==> src/rtl/traffic_phase_controller.sv <==
// traffic_phase_controller: N-approach signal phase sequencer.
// One approach at a time owns green, then a fixed yellow and all-red clearance precede the
// next approach. Green dwell is demand-actuated between GREEN_MIN and GREEN_MAX cycles,
// empty approaches are skipped round-robin, and an emergency pre-empt forces a target.
module traffic_phase_controller #(
  parameter int unsigned N         = 4,
  parameter int unsigned GREEN_MIN = 4,
  parameter int unsigned GREEN_MAX = 16,
  parameter int unsigned YELLOW    = 2,
  parameter int unsigned ALLRED    = 1,
  localparam int unsigned IW       = $clog2(N),
  localparam int unsigned TMAX_GY  = (GREEN_MAX > YELLOW) ? GREEN_MAX : YELLOW,
  localparam int unsigned TMAX     = (TMAX_GY > ALLRED) ? TMAX_GY : ALLRED,
  localparam int unsigned CW       = $clog2(TMAX + 1)
) (
  input  logic            clk,
  input  logic            reset,
  input  logic [N-1:0]    car,
  input  logic            preempt,
  input  logic [IW-1:0]   preempt_idx,
  output logic [2*N-1:0]  lights,
  output logic [IW-1:0]   active,
  output logic [1:0]      phase
);

  typedef enum logic [1:0] {
    StGreen  = 2'b00,
    StYellow = 2'b01,
    StAllRed = 2'b10
  } state_e;

  localparam logic [CW-1:0] GMinM1   = CW'(GREEN_MIN - 1);
  localparam logic [CW-1:0] GMaxM1   = CW'(GREEN_MAX - 1);
  localparam logic [CW-1:0] YellowM1 = CW'(YELLOW - 1);
  localparam logic [CW-1:0] AllRedM1 = CW'(ALLRED - 1);

  state_e          state_q, state_d;
  logic [IW-1:0]   active_q, active_d;
  logic [IW-1:0]   nxt_q, nxt_d;
  logic [CW-1:0]   cnt_q, cnt_d;

  logic [N-1:0]    other;
  logic [IW-1:0]   cand;
  logic            cand_found;
  logic            pre_valid;
  logic            pre_switch;
  logic            gap_out;
  logic            max_out;

  // Demand on approaches other than the owner, and the next one round-robin after the owner.
  always_comb begin
    logic [IW-1:0] idx;
    other             = car;
    other[active_q]   = 1'b0;
    cand              = active_q;
    cand_found        = 1'b0;
    idx               = '0;
    for (int unsigned k = 1; k < N; k++) begin
      idx = IW'((32'(active_q) + k) % N);
      if (!cand_found && other[idx]) begin
        cand       = idx;
        cand_found = 1'b1;
      end
    end
  end

  // Green-phase termination conditions; a pre-empt naming the owner suppresses both timers.
  always_comb begin
    pre_valid  = preempt && (32'(preempt_idx) < N);
    pre_switch = pre_valid && (preempt_idx != active_q);
    gap_out    = !pre_valid && (other != '0) && (cnt_q >= GMinM1) && !car[active_q];
    max_out    = !pre_valid && (other != '0) && (cnt_q == GMaxM1);
  end

  // Phase sequencing and dwell timer next-state.
  always_comb begin
    state_d  = state_q;
    active_d = active_q;
    nxt_d    = nxt_q;
    cnt_d    = cnt_q;
    unique case (state_q)
      StGreen: begin
        if (pre_switch) begin
          state_d = StYellow;
          nxt_d   = preempt_idx;
          cnt_d   = '0;
        end else if (gap_out || max_out) begin
          state_d = StYellow;
          nxt_d   = cand;
          cnt_d   = '0;
        end else if (cnt_q != GMaxM1) begin
          // Saturate so max-out remains armed while the owner keeps green.
          cnt_d = cnt_q + CW'(1);
        end
      end
      StYellow: begin
        if (cnt_q == YellowM1) begin
          state_d = StAllRed;
          cnt_d   = '0;
        end else begin
          cnt_d = cnt_q + CW'(1);
        end
      end
      StAllRed: begin
        if (cnt_q == AllRedM1) begin
          state_d  = StGreen;
          active_d = nxt_q;
          cnt_d    = '0;
        end else begin
          cnt_d = cnt_q + CW'(1);
        end
      end
      default: begin
        state_d = StGreen;
        cnt_d   = '0;
      end
    endcase
  end

  // State registers with synchronous reset to approach 0 green.
  always_ff @(posedge clk) begin
    if (reset) begin
      state_q  <= StGreen;
      active_q <= '0;
      nxt_q    <= '0;
      cnt_q    <= '0;
    end else begin
      state_q  <= state_d;
      active_q <= active_d;
      nxt_q    <= nxt_d;
      cnt_q    <= cnt_d;
    end
  end

  // Moore lamp decode: only the owner may be non-red, and never during all-red.
  always_comb begin
    lights = {N{2'b10}};
    unique case (state_q)
      StGreen:  lights[{active_q, 1'b0} +: 2] = 2'b00;
      StYellow: lights[{active_q, 1'b0} +: 2] = 2'b01;
      default:  lights = {N{2'b10}};
    endcase
    active = active_q;
    phase  = state_q;
  end

endmodule

==> config.mk <==
export PLATFORM = sky130hd
export DESIGN_NAME = traffic_phase_controller
export DESIGN_NICKNAME = d
export VERILOG_FILES = /design/src/rtl/traffic_phase_controller.sv
export SDC_FILE = /design/constraint.sdc
export NUM_CORES = 1
export LEC_CHECK = 0
export CAP_MARGIN = 20
export CORE_MARGIN = 2
export CORE_UTILIZATION = 40
export DETAILED_ROUTE_END_ITERATION = 8
export GPL_TIMING_DRIVEN = 0
export PLACE_DENSITY = 0.65
export SYNTH_ARGS = -nofsm -noshare
export SYNTH_HDL_FRONTEND = slang
export SYNTH_SLANG_ARGS = --single-unit
==> constraint.sdc <==
create_clock -name clk -period 3.46 [get_ports clk]
set_input_delay 0.692 -clock clk [delete_from_list [all_inputs] [get_ports clk]]
set_output_delay 0.692 -clock clk [all_outputs]
set_load 0.02 [all_outputs]
==> flow_metrics.tcl, run 1 <==
set metrics [dict create \
    synth_cells 119 \
    met2_usage_pct 27.7 \
    portBuffers 19 \
    ant_nets 0 \
    via_per_inst 5.81 \
    syn_area_per_cell_um2 8.45 \
    async_reset_ff_share_pct 0 \
    area_delta_synth_final_pct 25.2 \
    sw_frac_of_total_pct 33.1 \
    clk_path_buf_depth 2 \
    nets 160 \
    crit_required_ns 2.77 \
    fin_cells 172 \
    gr-usage-all-layers_pct 17.3 \
    p_seq_share_pct 42.8 \
    antennaDiodeCount 0 \
    place_inst 168 \
    leakage_uw 0.000490 \
    clk_pin_slew_worst_paths_ns 0.07 \
    drv_cap 0 \
    maxSlewViolCount 0 \
    cts_setup_buffers 0 \
    p_int_uw 225 \
    setup_viol 0 \
    grt_pass1_vias 793 \
    finalCriticalPeriod_ns 2.59 \
    critPathArrivalTime_ns 1.89 \
    power.switching_uw 112 \
    synth_ff_type "dfxtp_1" \
    die_h_um 54.2 \
    wl_mm 2.31 \
    reg2reg_slack_ns 1.05 \
    pre_cts_ws_ns 0.856 \
    root_buffer "clkbuf_4" \
    relSlewSlack_pct 64.5 \
    cp_slowest_stage_delay_ns 0.53 \
    clock_sink_count 11 \
    dr.pass1.iters 4 \
    grt_pass1_wl_mm 3.60 \
    startpoint_type "flop" \
    std_cell_rows 18 \
    synth_edf_count 0 \
    ctsResizeCount 0 \
    die_w_um 54.2 \
    ys_seq_area_share_pct 21.9 \
    fin_skew_ns 0.00377 \
    met3_usage_pct 2.50 \
    grt_max_degree 10 \
    synth_nets 136 \
    cts_buffers 3 \
    antenna_found_initial 0 \
    finalCritPeriodShare_pct 74.7 \
    fin_ws_ns 0.874 \
    dr_total_vias 999 \
    syn_area_um2 1010 \
    power_density_nw_per_um2 267 \
    clk_latency_ns 0.28 \
    coreArea_um2 2430 \
    cp_max_fo 7 \
    use_met1_pct 21.8 \
    finalSetupTns_ns 0 \
    dieArea_um2 2930 \
    wl_per_cell_um 13.4 \
    ys_ff_latch 11 \
    cpMaxStageDelayCell "clkdlybuf4s50_1" \
    ctsHtreeMaxLevel 1 \
    grt-busiest-layer "met2" \
    worst_pin_slew_ns 0.528 \
    rsz0062_at_grt "false" \
    p_comb_share_pct 29.5 \
    drt_iter0_drc 20 \
    timing_hold_violations_final 0 \
    fmax_mhz 387 \
    place.gp.congestion 0.751 \
    hold_class "reg -> reg" \
    cts_tree "done" \
    hpwl_mm 1.79 \
    post-route-util_pct 51.8 \
    drc 0 \
    peakVddDrop_v 0.000232 \
    cp-end-kind "output port" \
    status "finished, final reports clean" \
    crit_chain "buf_2, inv_2, ha_1, and2_1, clkdlybuf4s50_1" \
    path_class "reg -> out" \
    gr-total-overflow 0 \
    total_power_uw 337 \
    ios 21 \
    synth_cell_types 48 \
    start_util_pct 41.4 \
    drive_gt1_share_pct 12.0 \
    postCtsHoldBufs 0 \
    yosysWarnings 0 \
    clockPowerShare_pct 27.7 \
]
-- synth_stat cells (2+ instances only) --
library cell / n / area, um2
mux2i_1: 5 / 50.1
and2_1: 3 / 18.8
ha_1: 8 / 100
inv_1: 11 / 41.3
nand2_1: 9 / 33.8
and3_1: 2 / 12.5
o21ai_1: 4 / 20.0
a21boi_0: 2 / 15.0
nor2_1: 6 / 22.5
buf_1: 2 / 7.51
xor2_1: 2 / 17.5
dfxtp_1: 11 / 220
nand2b_1: 4 / 25.0
mux2_4: 2 / 30.0
a211o_1: 2 / 17.5
a211oi_1: 2 / 15.0
a21oi_1: 3 / 15.0
mux2_2: 2 / 22.5
nor3_1: 2 / 10.0
nand4_1: 2 / 12.5
nand3_1: 7 / 35.0
nor2b_1: 2 / 12.5
-- critical path, delay by kind of cell, from the launching register on --
| kind | cells | cell delay [ns] |
|---|---|---|
| buf+inv | 3 | 0.84 |
| simple gates | 1 | 0.15 |
| flops | 1 | 0.39 |
| fa+ha+maj | 1 | 0.24 |
-- power by group through the flow --
| stage | clock, uW | combinational, uW | sequential (uW) |
|---|---|---|---|
| 6_report | 93.2 | 99.2 | 144 |
| 5_1_grt | 101 | 109 | 146 |
| 4_1_cts | 94.8 | 99.4 | 144 |
| 3_5_place_dp | 0 | 98.7 | 147 |
| 3_3_place_gp | 0 | 97.5 | 147 |
| 2_1_floorplan | 0 | 65.5 | 147 |
-- path summary, 6_finish.rpt --
| kind | start | to | cells past startpoint |
|---|---|---|---|
| worst max-delay path | active[0]$_SDFFE_PP0P_ | lights[4] | 5 |
| worst min-delay path | nxt_q[1]$_SDFFE_PP0P_ | nxt_q[1]$_SDFFE_PP0P_ | 2 |
| worst max register to register | active[0]$_SDFFE_PP0P_ | nxt_q[1]$_SDFFE_PP0P_ | 8 |
| worst min register to register | nxt_q[1]$_SDFFE_PP0P_ | nxt_q[1]$_SDFFE_PP0P_ | 2 |
-- state kept, by name, summed over array words and instances, names as in the netlist --
name    flops
nxt_q       2
cnt_q       5
active      2
phase       2
-- layout by cell type (no fill, tap or decap), types with 2 or more instances in the layout --
cell,instances
clkdlybuf4s50_1,19
inv_1,11
dfxtp_1,11
nand2_1,9
ha_1,8
nand3_1,7
nor2_1,6
mux2i_1,5
nand2b_1,4
o21ai_1,4
and2_1,3
a21oi_1,3
clkbuf_4,3
and3_1,2
nor2b_1,2
nor3_1,2
a211o_1,2
a211oi_1,2
mux2_4,2
buf_1,2
xor2_1,2
nand4_1,2
a21boi_0,2
mux2_2,2
-- layer usage --
layer  up-vias  wire length, um
li1        485                -
met1       476             1070
met2        33             1060
met3         5              123
met4         0               51
met5         -                0
-- per-stage QoR --
step	hold WS, ns	cell area (um2)
floorplan	0.440	1010
global placement	0.457	1230
detailed placement	0.468	1230
CTS	0.478	1260
global route	0.512	1260
finish	0.466	1260
-- area by class of cell --
| class | count | area, um2 |
|---|---|---|
| sequential | 11 | 220 |
| multi-input combinational | 92 | 717 |
| tap | 30 | 37.5 |
| fill | 235 | 1170 |
| timing repair buffer | 19 | 190 |
| clock buffer | 4 | 26.3 |
| buffer | 4 | 23.8 |
| inverter | 12 | 45.0 |
-- kinds of logic (layout without fill, tap and decap cells) --
| kind of cell | after synthesis | in the layout | share of synthesized area [%] |
|---|---|---|---|
| AND/OR/NAND/NOR | 42 | 42 | 23.0 |
| multiplexers | 9 | 9 | 10.2 |
| flip-flops | 11 | 11 | 21.9 |
| adder cells (fa/ha/maj) | 8 | 8 | 9.95 |
| buffers and inverters | 16 | 39 | 6.84 |
| AO/OA/AOI/OAI | 31 | 31 | 26.4 |
| XOR/XNOR | 2 | 2 | 1.74 |
Note: power is estimated with default switching activity, not from simulation.
==> run 2: changes to the inputs <==
Settings changed: PLACE_DENSITY 0.65 to 0.68.
Clock period 3.46 ns to 2.1 ns, I/O delays scaled along.
==> run 2 against run 1 <==
Effect of this change:
- total power grew 71%
- first-iteration DRC count shrank 20%
- sequential share of layout area shrank 0.97 points
- global-route usage grew 0.97 points
- critical endpoint is now cnt_q[3]$_SDFFE_PP0P_
- largest cell class unchanged
- critical path type is now reg -> reg
- register-to-register slack lost 0.98 ns
- via count shrank 1.2%
- final area grew 12%
- cell count grew 4.1%
- hold slack gained 0.019 ns
==> flow_metrics.tcl, run 2 (synthesis results as in run 1) <==
set metrics [dict create \
    relSlewSlack_pct 57.1 \
    clockPowerShare_pct 25.3 \
    via_per_inst 5.51 \
    nets 167 \
    clk_pin_slew_worst_paths_ns 0.07 \
    reg2reg_to "cnt_q[3]$_SDFFE_PP0P_" \
    fin_ws_ns 0.0692 \
    dr.pass1.iters 4 \
    fin_skew_ns 0.000943 \
    final_cell_mix "clkdlybuf4s50_1 (13), inv_1 (10), nand2_1 (8)" \
    timing_hold_violations_final 0 \
    final_area_um2 1410 \
    area_delta_synth_final_pct 40.2 \
    startpoint_type "flop" \
    top_register "cnt_q" \
    die_w_um 54.2 \
    clock_sink_count 11 \
    sw_frac_of_total_pct 33.0 \
    portBuffers 19 \
    gr-total-overflow 0 \
    ios 21 \
    power_density_nw_per_um2 408 \
    cp-end-kind "flop" \
    place.gp.congestion 0.762 \
    pre_cts_ws_ns -0.177 \
    crit_end "cnt_q[3]$_SDFFE_PP0P_" \
    nFillCells 239 \
    finalCriticalPeriod_ns 2.03 \
    maxSlewViolCount 0 \
    crit_chain "ha_4, and3_4, ha_4, a211oi_2, nand2_2, a311oi_2, o21bai_2, o311ai_1" \
    cpMaxStageDelayCell "dfxtp_4" \
    hold_class "reg -> reg" \
    drt_iter0_drc 16 \
    cp_max_fo 7 \
    cts_tree "done" \
    start_util_pct 41.4 \
    grt_pass1_wl_mm 3.86 \
    drc 0 \
    path_class "reg -> reg" \
    status "finished, final reports clean" \
    multi_input_area_um2 800 \
    finalCritPeriodShare_pct 96.7 \
    finalSetupTns_ns 0 \
    crit_path_frequent_cell "ha_4" \
    largest_reg_flops 5 \
    dpl_cell_area_um2 1240 \
    crit_required_ns 2.28 \
    wl_mm 2.55 \
    power.switching_uw 190 \
    place_inst 168 \
    grt_max_degree 10 \
    critPathArrivalTime_ns 2.21 \
    fmax_mhz 492 \
    peakVddDrop_v 0.000465 \
    postCtsHoldBufs 0 \
    die_h_um 54.2 \
    antennaDiodeCount 0 \
    ant_nets 0 \
    cp_slowest_stage_delay_ns 0.38 \
    clk_path_buf_depth 2 \
    seqCellArea_um2 233 \
    hpwl_mm 1.90 \
    dr_total_vias 987 \
    final_common_cell "clkdlybuf4s50_1" \
    worst-path-buf-inv 0 \
    cts_buffers 3 \
    fin_cells 179 \
    reg2reg_depth 8 \
    reg2reg_slack_ns 0.07 \
    gr-usage-all-layers_pct 18.3 \
    drv_cap 0 \
    drive_gt1_share_pct 28.9 \
    p_int_uw 386 \
    crit_cells 8 \
    p_seq_share_pct 41.6 \
    dieArea_um2 2930 \
    ctsHtreeMaxLevel 1 \
    leakage_uw 0.000550 \
    r2r-start "cnt_q[0]$_SDFFE_PP0P_" \
    worst_pin_slew_ns 0.639 \
    root_buffer "clkbuf_4" \
    antenna_found_initial 0 \
    p_comb_share_pct 33.1 \
    coreArea_um2 2430 \
    crit_family "compound AO/OA/AOI/OAI gates" \
    clk_latency_ns 0.27 \
    grt_pass1_vias 895 \
    worstSetupStartpoint "cnt_q[0]$_SDFFE_PP0P_" \
    setup_viol 0 \
    std_cell_rows 18 \
    wl_per_cell_um 14.3 \
]
run 2: cell types whose count changed in the layout (fill, tap and decap cells not counted), moves of 2 or more:
| cell | change |
|---|---|
| buf_4 | +7 |
| ha_4 | +2 |
| nand2b_4 | +3 |
| dfxtp_4 | +3 |
| clkdlybuf4s50_1 | -6 |
| dfxtp_1 | -4 |
| ha_1 | -4 |
| dlygate4sd2_1 | +6 |
| nand2b_1 | -3 |
| ha_2 | +2 |
run 2: through the flow:
| step | hold slack (ns) | power (uW) | util (%) |
|---|---|---|---|
| 3_5_place_dp | 0.459 | 407 | 51.0 |
| 3_3_place_gp | 0.457 | 402 | 51.0 |
| 4_1_cts | 0.478 | 558 | 53.1 |
| 6_report | 0.486 | 576 | 58.0 |
| 5_1_grt | 0.519 | 615 | 58.0 |
| 2_1_floorplan | 0.440 | 351 | - |
run 2: how the worst min path moves through the flow:
stage	start	end	cells past startpoint
after CTS	nxt_q[1]$_SDFFE_PP0P_	nxt_q[1]$_SDFFE_PP0P_	2
after global placement	nxt_q[1]$_SDFFE_PP0P_	nxt_q[1]$_SDFFE_PP0P_	2
after global routing	nxt_q[1]$_SDFFE_PP0P_	nxt_q[1]$_SDFFE_PP0P_	2
after detailed placement	nxt_q[1]$_SDFFE_PP0P_	nxt_q[1]$_SDFFE_PP0P_	2
after floorplan	nxt_q[1]$_SDFFE_PP0P_	nxt_q[1]$_SDFFE_PP0P_	2
final	nxt_q[1]$_SDFFE_PP0P_	nxt_q[1]$_SDFFE_PP0P_	2
run 2: metal layers:
| metal | part of all wire (%) | GRT usage (%) |
|---|---|---|
| met1 | 42 | 20.0 |
| met2 | 53 | 32.9 |
| met3 | 3.2 | 4.17 |
| met4 | 1.2 | 8.33 |
| met5 | 0 | 0 |
run 2: layout make-up:
class | instances | share of cell area, %
clock buffer | 4 | 1.86
multi-input combinational | 92 | 56.7
buffer | 4 | 2.40
sequential | 11 | 16.5
timing repair buffer | 26 | 16.7
inverter | 12 | 3.19
tap | 30 | 2.66
run 2: what timing repair did:
item,in CTS,in global routing
endpoints found under the setup margin,12,8
pin swaps,1,8
resized for setup,15,17
buffers inserted,0,7
run 2: power by group through the flow:
stage	registers (uW)	clock network [uW]	logic, uW
after floorplan	243	0	108
after global placement	242	0	160
after detailed placement	242	0	164
after CTS	238	151	170
after global routing	242	165	207
final	240	146	190
run 2: worst reg2reg max path, cell delays in order, from the launching register on:
cell and delay [ns]:
dfxtp_4 0.38, ha_4 0.18, and3_4 0.18, ha_4 0.17
a211oi_2 0.17, nand2_2 0.12, a311oi_2 0.34, o21bai_2 0.15
o311ai_1 0.26
==> run 3: changes to the inputs <==
Settings changed: PLACE_DENSITY 0.68 to 0.65.
Clock period 2.1 ns to 2.27 ns, I/O delays scaled along.
==> run 3 against run 2 <==
Effect of this change:
- register-to-register slack improved by 0.05 ns
- routed wire length shrank 8.0%
- final area is 4.7% lower
- cell count decreased by 2.8%
- largest power group unchanged
- critical path depth unchanged
- core utilization decreased by 2.7 points
- sequential power is 8% lower
- critical path type unchanged
- die area unchanged
- via count is 0.81% lower
- first-iteration DRC count increased by 100%
- sequential share of layout area rose by 0.26 points
- maximum frequency decreased by 5.5%
==> flow_metrics.tcl, run 3 (synthesis results as in run 1) <==
set metrics [dict create \
    path_class "reg -> reg" \
    crit_end "nxt_q[1]$_SDFFE_PP0P_" \
    p_int_uw 353 \
    status "finished, final reports clean" \
    root_buffer "clkbuf_4" \
    grt_pass1_wl_mm 3.66 \
    clock_sink_count 11 \
    cts_tree "done" \
    reg2reg_slack_ns 0.12 \
    power_density_nw_per_um2 398 \
    sw_frac_of_total_pct 33.9 \
    reg2reg_to "nxt_q[1]$_SDFFE_PP0P_" \
    rsz0062_at_grt "false" \
    maxSlewViolCount 0 \
    startpoint_type "flop" \
    dr.pass1.iters 4 \
    gr-usage-all-layers_pct 17.5 \
    ant_nets 0 \
    clk_latency_ns 0.29 \
    start_util_pct 41.4 \
    peakVddDrop_v 0.000357 \
    met2_usage_pct 28.1 \
    final_cell_mix "clkdlybuf4s50_1 (13), inv_1 (11), nand2_1 (9), ha_1 (8)" \
    antenna_found_initial 0 \
    setup_viol 0 \
    worst_pin_slew_ns 0.532 \
    grt-busiest-layer "met2" \
    fin_skew_ns 0.00558 \
    clk_path_buf_depth 2 \
    dr_total_vias 979 \
    drv_cap 0 \
    finalSetupTns_ns 0 \
    dpl_cell_area_um2 1230 \
    largest_reg_flops 5 \
    met3_usage_pct 2.50 \
    finalCriticalPeriod_ns 2.15 \
    final_common_cell "clkdlybuf4s50_1" \
    timing_hold_violations_final 0 \
    area_delta_synth_final_pct 33.6 \
    cts_buffers 3 \
    ctsHtreeMaxLevel 1 \
    hpwl_mm 1.79 \
    wl_per_cell_um 13.5 \
    gr-total-overflow 0 \
    crit_required_ns 2.46 \
    drive_gt1_share_pct 22.9 \
    hold_class "reg -> reg" \
    portBuffers 19 \
    grt_max_degree 10 \
    fmax_mhz 465 \
    coreArea_um2 2430 \
    relSlewSlack_pct 64.3 \
    via_per_inst 5.63 \
    die_h_um 54.2 \
    reg2reg_depth 8 \
    leakage_uw 0.000525 \
    p_comb_share_pct 31.7 \
    cp-end-kind "flop" \
    drc 0 \
    power.switching_uw 181 \
    dieArea_um2 2930 \
    top_register "cnt_q" \
    die_w_um 54.2 \
    r2r-start "cnt_q[0]$_SDFFE_PP0P_" \
    cp_max_fo 7 \
    use_met1_pct 22.1 \
    clockPowerShare_pct 26.9 \
    antennaDiodeCount 0 \
    clk_pin_slew_worst_paths_ns 0.08 \
    final_area_um2 1340 \
    std_cell_rows 18 \
    finalCritPeriodShare_pct 94.6 \
    critPathArrivalTime_ns 2.34 \
    grt_pass1_vias 815 \
    p_seq_share_pct 41.4 \
    wl_mm 2.35 \
    ios 21 \
    place.gp.congestion 0.751 \
    worstSetupStartpoint "cnt_q[0]$_SDFFE_PP0P_" \
    nets 162 \
    drt_iter0_drc 32 \
]
run 3: critical path, cell delays in order (launching register included):
cell and delay (ns):
dfxtp_2 0.40, ha_1 0.22, and3_1 0.17, ha_1 0.22
nor2b_1 0.10, a22oi_4 0.23, nand3_4 0.13, a21o_4 0.26
a2111oi_4 0.32
run 3: worst min path at each step:
stage	from	end	slack [ns]	cells past startpoint
floorplan	nxt_q[1]$_SDFFE_PP0P_	nxt_q[1]$_SDFFE_PP0P_	0.44	2
detailed placement	nxt_q[1]$_SDFFE_PP0P_	nxt_q[1]$_SDFFE_PP0P_	0.47	2
global placement	nxt_q[1]$_SDFFE_PP0P_	nxt_q[1]$_SDFFE_PP0P_	0.46	2
finish	cnt_q[4]$_SDFFE_PP0P_	cnt_q[4]$_SDFFE_PP0P_	0.48	2
CTS	cnt_q[4]$_SDFFE_PP0P_	cnt_q[4]$_SDFFE_PP0P_	0.48	2
global route	cnt_q[4]$_SDFFE_PP0P_	cnt_q[4]$_SDFFE_PP0P_	0.51	2
run 3: what timing repair did:
item | CTS | global route
hold buffers | 0 | 0
buffers inserted | 1 | 1
pin swaps | 1 | 1
setup endpoints to repair | 12 | 3
hold endpoints to repair | 0 | 0
resized for setup | 14 | 10
run 3: power by group through the flow:
stage          Sequential (uW)  Clock [uW]  Combinational [uW]
2_1_floorplan              225           0                99.9
3_3_place_gp               224           0                 149
3_5_place_dp               224           0                 150
4_1_cts                    220         144                 156
5_1_grt                    223         154                 185
6_report                   221         144                 170
run 3: metal layers:
layer	vias to the layer above	wire [um]
met5	-	0
met4	0	54
met3	5	107
met2	28	1110
met1	459	1080
li1	487	-
run 3: layout make-up:
cell class,instances,area [um2]
timing repair buffer,21,198
multi-input combinational,92,786
fill,231,1090
tap,30,37.5
buffer,4,26.3
sequential,11,225
clock buffer,4,26.3
inverter,12,45.0
run 3: per-stage QoR:
step | hold WS (ns) | utilization [%] | cells | power (uW) | worst slack (ns)
6_report | 0.483 | 55.2 | 174 | 535 | 0.122
5_1_grt | 0.511 | 55.2 | 174 | 562 | 0.0109
4_1_cts | 0.485 | 52.7 | 173 | 520 | 0.0256
3_5_place_dp | 0.468 | 50.7 | 168 | 375 | -0.174
3_3_place_gp | 0.457 | 50.7 | 168 | 372 | -0.0868
2_1_floorplan | 0.440 | - | 119 | 324 | 0.0325
